**config.mk**
```make
export PLATFORM = sky130hd
export DESIGN_NAME = sap_sequencer
export DESIGN_NICKNAME = d
export VERILOG_FILES = /design/src/rtl/sap_sequencer.sv
export SDC_FILE = /design/constraint.sdc
export NUM_CORES = 1
export LEC_CHECK = 0
export CORE_ASPECT_RATIO = 1.5
export CORE_UTILIZATION = 43
export DETAILED_ROUTE_END_ITERATION = 8
export PLACE_DENSITY = 0.78
export SYNTH_ARGS = -nofsm -noshare
export SYNTH_HDL_FRONTEND = slang
export SYNTH_SLANG_ARGS = --single-unit
```
**constraint.sdc**
```tcl
create_clock -name CLK -period 1.9 [get_ports CLK]
set_clock_uncertainty 0.05 [all_clocks]
set_input_delay 0.38 -clock CLK [delete_from_list [all_inputs] [get_ports CLK]]
set_output_delay 0.38 -clock CLK [all_outputs]
set_load 0.05 [all_outputs]
```
**src/rtl/sap_sequencer.sv**
```systemverilog
// rtl/sap_sequencer.sv - SAP instruction sequencer: falling-edge Moore FSM driving the datapath control word
module sap_sequencer #(
   parameter int OPW = 4,
   parameter int CW  = 16
) (
   input  logic           CLK,
   input  logic           CLR,
   input  logic [OPW-1:0] opcode,
   input  logic           ZF,
   input  logic           CF,
   input  logic           RUN,
   input  logic           STEP,
   output logic [CW-1:0]  con,
   output logic           lp,
   output logic [2:0]     tstate,
   output logic           fetch,
   output logic           halted,
   output logic           bad_op,
   output logic           jmp_taken
);

   typedef enum logic [3:0] {
      S_S0, S_T1, S_T2, S_T3,
      S_L1, S_L2,
      S_A1, S_A2, S_A3,
      S_W1, S_W2, S_W3,
      S_JUMP, S_O1, S_HALT
   } state_t;

   state_t           r_state;
   state_t           w_next;
   state_t           w_dec_state;
   logic             r_step_q;
   logic             r_bad_op;
   logic [1:0]       r_alu_sel;
   logic             w_adv;
   logic             w_dec_bad;
   logic             w_op_hi;
   logic [OPW-1:0]   w_op_hi_bits;
   logic [15:0]      w_con16;

   // Anything with bits set above bit 3 is outside the defined opcode range.
   assign w_op_hi_bits = opcode >> 4;
   assign w_op_hi      = |w_op_hi_bits;

   assign w_adv = RUN | (STEP & ~r_step_q);

   always_comb begin
      w_dec_state = S_T1;
      w_dec_bad   = 1'b0;
      if (w_op_hi) begin
         w_dec_bad = 1'b1;
      end else begin
         case (opcode[3:0])
            4'd0:                  w_dec_state = S_L1;
            4'd1, 4'd2, 4'd3, 4'd4: w_dec_state = S_A1;
            4'd5:                  w_dec_state = S_W1;
            4'd6:                  w_dec_state = S_JUMP;
            4'd7:                  w_dec_state = ZF  ? S_JUMP : S_T1;
            4'd8:                  w_dec_state = CF  ? S_JUMP : S_T1;
            4'd9:                  w_dec_state = !ZF ? S_JUMP : S_T1;
            4'd14:                 w_dec_state = S_O1;
            4'd15:                 w_dec_state = S_HALT;
            default:               w_dec_bad   = 1'b1;
         endcase
      end
   end

   always_ff @(negedge CLK) begin
      if (CLR) begin
         r_state <= S_S0;
      end else begin
         r_state <= w_next;
      end
   end

   always_ff @(negedge CLK) begin
      if (CLR) begin
         r_step_q  <= 1'b0;
         r_bad_op  <= 1'b0;
         r_alu_sel <= 2'd0;
      end else begin
         r_step_q <= STEP;
         if (w_adv && r_state == S_T3) begin
            r_bad_op  <= r_bad_op | w_dec_bad;
            r_alu_sel <= opcode[1:0] - 2'd1;
         end
      end
   end

   always_comb begin
      w_next = r_state;
      if (w_adv) begin
         case (r_state)
            S_S0:    w_next = S_T1;
            S_T1:    w_next = S_T2;
            S_T2:    w_next = S_T3;
            S_T3:    w_next = w_dec_state;
            S_L1:    w_next = S_L2;
            S_A1:    w_next = S_A2;
            S_A2:    w_next = S_A3;
            S_W1:    w_next = S_W2;
            S_W2:    w_next = S_W3;
            S_HALT:  w_next = S_HALT;
            default: w_next = S_T1;
         endcase
      end
   end

   always_comb begin
      w_con16   = 16'h3E07;
      tstate    = 3'd0;
      lp        = 1'b0;
      halted    = 1'b0;
      case (r_state)
         S_S0:   begin w_con16 = 16'h3E07; tstate = 3'd0; end
         S_T1:   begin w_con16 = 16'h5E07; tstate = 3'd1; end
         S_T2:   begin w_con16 = 16'hBE07; tstate = 3'd2; end
         S_T3:   begin w_con16 = 16'h2607; tstate = 3'd3; end
         S_L1:   begin w_con16 = 16'h1A07; tstate = 3'd4; end
         S_L2:   begin w_con16 = 16'h2C07; tstate = 3'd5; end
         S_A1:   begin w_con16 = 16'h1A07; tstate = 3'd4; end
         S_A2:   begin w_con16 = 16'h2E03; tstate = 3'd5; end
         S_A3:   begin w_con16 = 16'h3C0F | {10'd0, r_alu_sel, 4'd0}; tstate = 3'd6; end
         S_W1:   begin w_con16 = 16'h3F05; tstate = 3'd4; end
         S_W2:   begin w_con16 = 16'h3C87; tstate = 3'd5; end
         S_W3:   begin w_con16 = 16'h3E43; tstate = 3'd6; end
         S_JUMP: begin w_con16 = 16'h3A07; tstate = 3'd4; lp = 1'b1; end
         S_O1:   begin w_con16 = 16'h3F06; tstate = 3'd4; end
         S_HALT: begin w_con16 = 16'h3E07; tstate = 3'd4; halted = 1'b1; end
         default: begin w_con16 = 16'h3E07; tstate = 3'd0; end
      endcase
   end

   assign con       = CW'(w_con16);
   assign fetch     = (r_state == S_T1) || (r_state == S_T2) || (r_state == S_T3);
   assign jmp_taken = lp;
   assign bad_op    = r_bad_op;

endmodule

```
==> results of run 1 <==
-- synth_stat cells (all sizes together), types with 2 or more instances --
master,instances
o21ai,5
nor3,7
inv,8
nor2,14
a211oi,2
nand2,11
a21oi,5
nand4bb,2
nand2b,3
nand3,5
and2,2
clkbuf,5
or3b,2
nor2b,7
a22oi,3
o21bai,2
buf,4
ha,4
xor2,2
dfxtp,8
a211o,4
-- logic make-up after synthesis --
kind of cell | after synthesis | synth area share
fa+ha+maj | 4 | 0.0559
compound gates | 33 | 0.286
buf+inv | 17 | 0.0852
xor+xnor | 2 | 0.0196
mux | 1 | 0.0112
flops | 8 | 0.179
simple gates | 58 | 0.363
-- through the flow --
step                    area, um2  TNS [ns]  cells  hold WS (ns)  setup slack (ns)
after global placement       2070    -20.04    217         0.453             -1.21
after floorplan              1250    -17.50    123         0.437            -0.886
==> flow_summary.ini, run 1 <==
[run_status]
status = aborted with a tool error
stop_stage = detailed placement (3_5_place_dp)
error_line = [ERROR DPL-0038] Utilization greater than 100%, impossible to legalize

[floorplanning]
die_w_um = 39.3
boundaryPins = 34
num_rows = 19
die_h_um = 57.9
start_util = 0.471

[synthesis]
synth_warnings = 0
netlist.area_leader.share = 0.179
synth.avg_cell_area_um2 = 7.28
async_flop_share = 0
ys_ff_latch = 8
yosysUniqueCellTypes = 45
synthFlopType = dfxtp_1
synth_area_leaders = dfxtp_1, nor2_1, ha_1, nor2b_1, nand2_1
ys_seq_area_frac = 0.179
syn_area_um2 = 896
syn-instance-count = 123
synth_edf_count = 0
synth_fp_nets = 137
yosys.area.top_type = dfxtp_1

[placed_design]
place.gp.congestion = 0.836
numPortBuffers = 33
==> run 2: changes to the inputs <==
==> config.mk (replaced) <==
export PLATFORM = sky130hd
export DESIGN_NAME = sap_sequencer
export DESIGN_NICKNAME = d
export VERILOG_FILES = /design/src/rtl/sap_sequencer.sv
export SDC_FILE = /design/constraint.sdc
export NUM_CORES = 1
export LEC_CHECK = 0
export CORE_AREA = 2 2 63 65
export DETAILED_ROUTE_END_ITERATION = 8
export DIE_AREA = 0 0 65 67
export PLACE_DENSITY_LB_ADDON = 0.15
export SYNTH_ARGS = -nofsm -noshare
export SYNTH_HDL_FRONTEND = slang
export SYNTH_SLANG_ARGS = --single-unit
==> flow_summary.ini, run 2 <==
[power]
power-per-cell-area_nw_per_um2 = 445
p_leak_uw = 0.00102
total_power_uw = 1090
irDropWorstVdd_uv = 324

[routing]
first_pass_iters = 4
vias = 1249
drtAntennaViolNets = 0
via_per_inst = 4.80
drt_iter0_markers = 56
totalWireLength_mm = 3.53
drc = 0
avgRoutedWirePerCell_um = 13.6

[cts]
clock_path_buffers = 2
cts_sinks = 8
cts-root-buf = clkbuf_8
htree_levels = 1
cts_tree = built
clock_latency_ns = 0.31
cts_made_buffers = 3
path_clk_slew_ns = 0.04

[setup_path]
worstSetupPathType = reg2out
cp_data_required_time_ns = 1.47
worst_ep_arrival_time_ns = 2.30
r2r_cells = 6
worstSetupStartpointType = register
path_max_fanout = 7
critPathCaptureType = output pin

[grt]
grt_max_degree = 11
grt_pass1_wl_mm = 5.57
grt_overflow_total = 0
grt_util_all_layers = 0.167
grt_antenna_before_repair = 0
grt_pass1_vias = 1254

[placed_design]
numPortBuffers = 33
post-dp-hpwl_mm = 2.58
dpl_cell_area_um2 = 2070
place.gp.congestion = 0.889

[synthesis]
async_flop_share = 0
synthTopCellsByCount = nor2_1, nand2_1, dfxtp_1, inv_1
yosys.cell_count.top_type = nor2_1
syn-instance-count = 123
yosys.area.top_type = dfxtp_1
ys_ff_latch = 8
synth_area_leaders = dfxtp_1, nor2_1, ha_1, nor2b_1, nand2_1
netlist.area_leader.share = 0.179
synth_fp_nets = 137
ys_seq_area_frac = 0.179
syn_area_um2 = 896
yosysUniqueCellTypes = 45
synth.avg_cell_area_um2 = 7.28
synthFlopType = dfxtp_1
synth_edf_count = 0
synth_warnings = 0

[layout]
mostFrequentLayoutCells = buf_4, buf_12, buf_6
max_flop_register = r_state
final_core_util = 0.680
drive_above_1_share = 0.745
layout_commonest_cell = buf_4
largest_reg_flops = 4
nNetsFinal = 228
stdcell_area_um2 = 2450
antenna_cells = 0
syn_to_final_growth_pct = 174
largestRegisters = r_state (4), r_alu_sel (2)

[timing]
tns_ns = -19.46
rsz0062_at_grt = true
hold_viol = 0
worst_pin_slew_ns = 0.391
final.setup.worst_slack_ns = -0.826
fin_hold_ws_ns = 0.480
slew_headroom = 0.738
setup_viol = 29
report.final.slew_viol_count = 0

[run_status]
violations = setup timing
status = complete, but fails checks

[worst_hold_path]
min_path_cells = 2
hp-class = reg2reg

[floorplanning]
core_um2 = 3610
die_area_um2 = 4360
boundaryPins = 34
start_util = 0.248
num_rows = 22
die_w_um = 65
die_h_um = 67

[flow_run]
drv_cap = 0
run 2: worst max-delay path: stages, from the launching register on:
cell,delay [ns]
dfxtp_4,0.38
buf_4,0.14
nor3_2,0.16
buf_4,0.15
o21bai_4,0.06
buf_12,0.15
run 2: cells by family (layout without fill, tap and decap cells):
family	Yosys count	count (layout)	synth area share
compound gates	33	33	0.286
xor+xnor	2	2	0.0196
fa+ha+maj	4	4	0.0559
buf+inv	17	106	0.0852
flops	8	8	0.179
mux	1	1	0.0112
simple gates	58	58	0.363
run 2: area by class of cell:
cell class / instances / area, um2
Clock inverter: 8 / 30.0
Fill cell: 252 / 1150
Tap cell: 48 / 60.1
Inverter: 7 / 62.6
Clock buffer: 3 / 41.3
Timing Repair Buffer: 88 / 1000
Multi-Input combinational cell: 98 / 1080
Sequential cell: 8 / 179
run 2: metrics by stage:
step | std cells | worst slack, ns
after global placement | 238 | -1.22
after floorplan | 123 | -0.886
after detailed placement | 238 | -1.25
after CTS | 256 | -0.829
final | 260 | -0.826
after global routing | 260 | -0.868
run 2: per-layer routing:
layer / global-route usage / part of all wire / up-vias
met4: 0.0452 / 0.0062 / 0
li1: - / - / 624
met2: 0.293 / 0.53 / 18
met5: 0 / 0 / -
met3: 0.0439 / 0.035 / 5
met1: 0.199 / 0.43 / 602
run 2: path summary, 6_finish.rpt:
check                                              from                      end  slack, ns
worst max-delay path            r_state[2]$_SDFFE_NP0N_                  con[13]      -0.83
worst min-delay path                bad_op$_SDFFE_NP0P_      bad_op$_SDFFE_NP0P_       0.48
worst max register to register  r_state[3]$_SDFFE_NP0N_  r_state[2]$_SDFFE_NP0N_       0.09
worst min register to register      bad_op$_SDFFE_NP0P_      bad_op$_SDFFE_NP0P_       0.48
run 2: power breakdown:
| part | internal, uW | switching, uW | leakage [uW] |
|---|---|---|---|
| Clock | 162 | 121 | 0.0000642 |
| Sequential | 178 | 21.8 | 0.0000690 |
| Combinational | 308 | 302 | 0.000887 |
run 2: what timing repair did:
item,in CTS,in global routing
pin swaps,25,18
cloned,0,0
endpoints found under the setup margin,32,31
hold buffers,0,0
setup buffers,10,5
gates resized for setup,65,31
(Power assumes the default switching activity.)
==> run 3: changes to the inputs <==
--- a/config.mk
+++ b/config.mk
@@ -5,6 +5,7 @@
 export SDC_FILE = /design/constraint.sdc
 export NUM_CORES = 1
 export LEC_CHECK = 0
+export CAP_MARGIN = 20
 export CORE_AREA = 2 2 63 65
 export DETAILED_ROUTE_END_ITERATION = 8
 export DIE_AREA = 0 0 65 67
==> results of run 3 <==
Same layout as run 2: the final DEF is identical, and so are final timing and power.
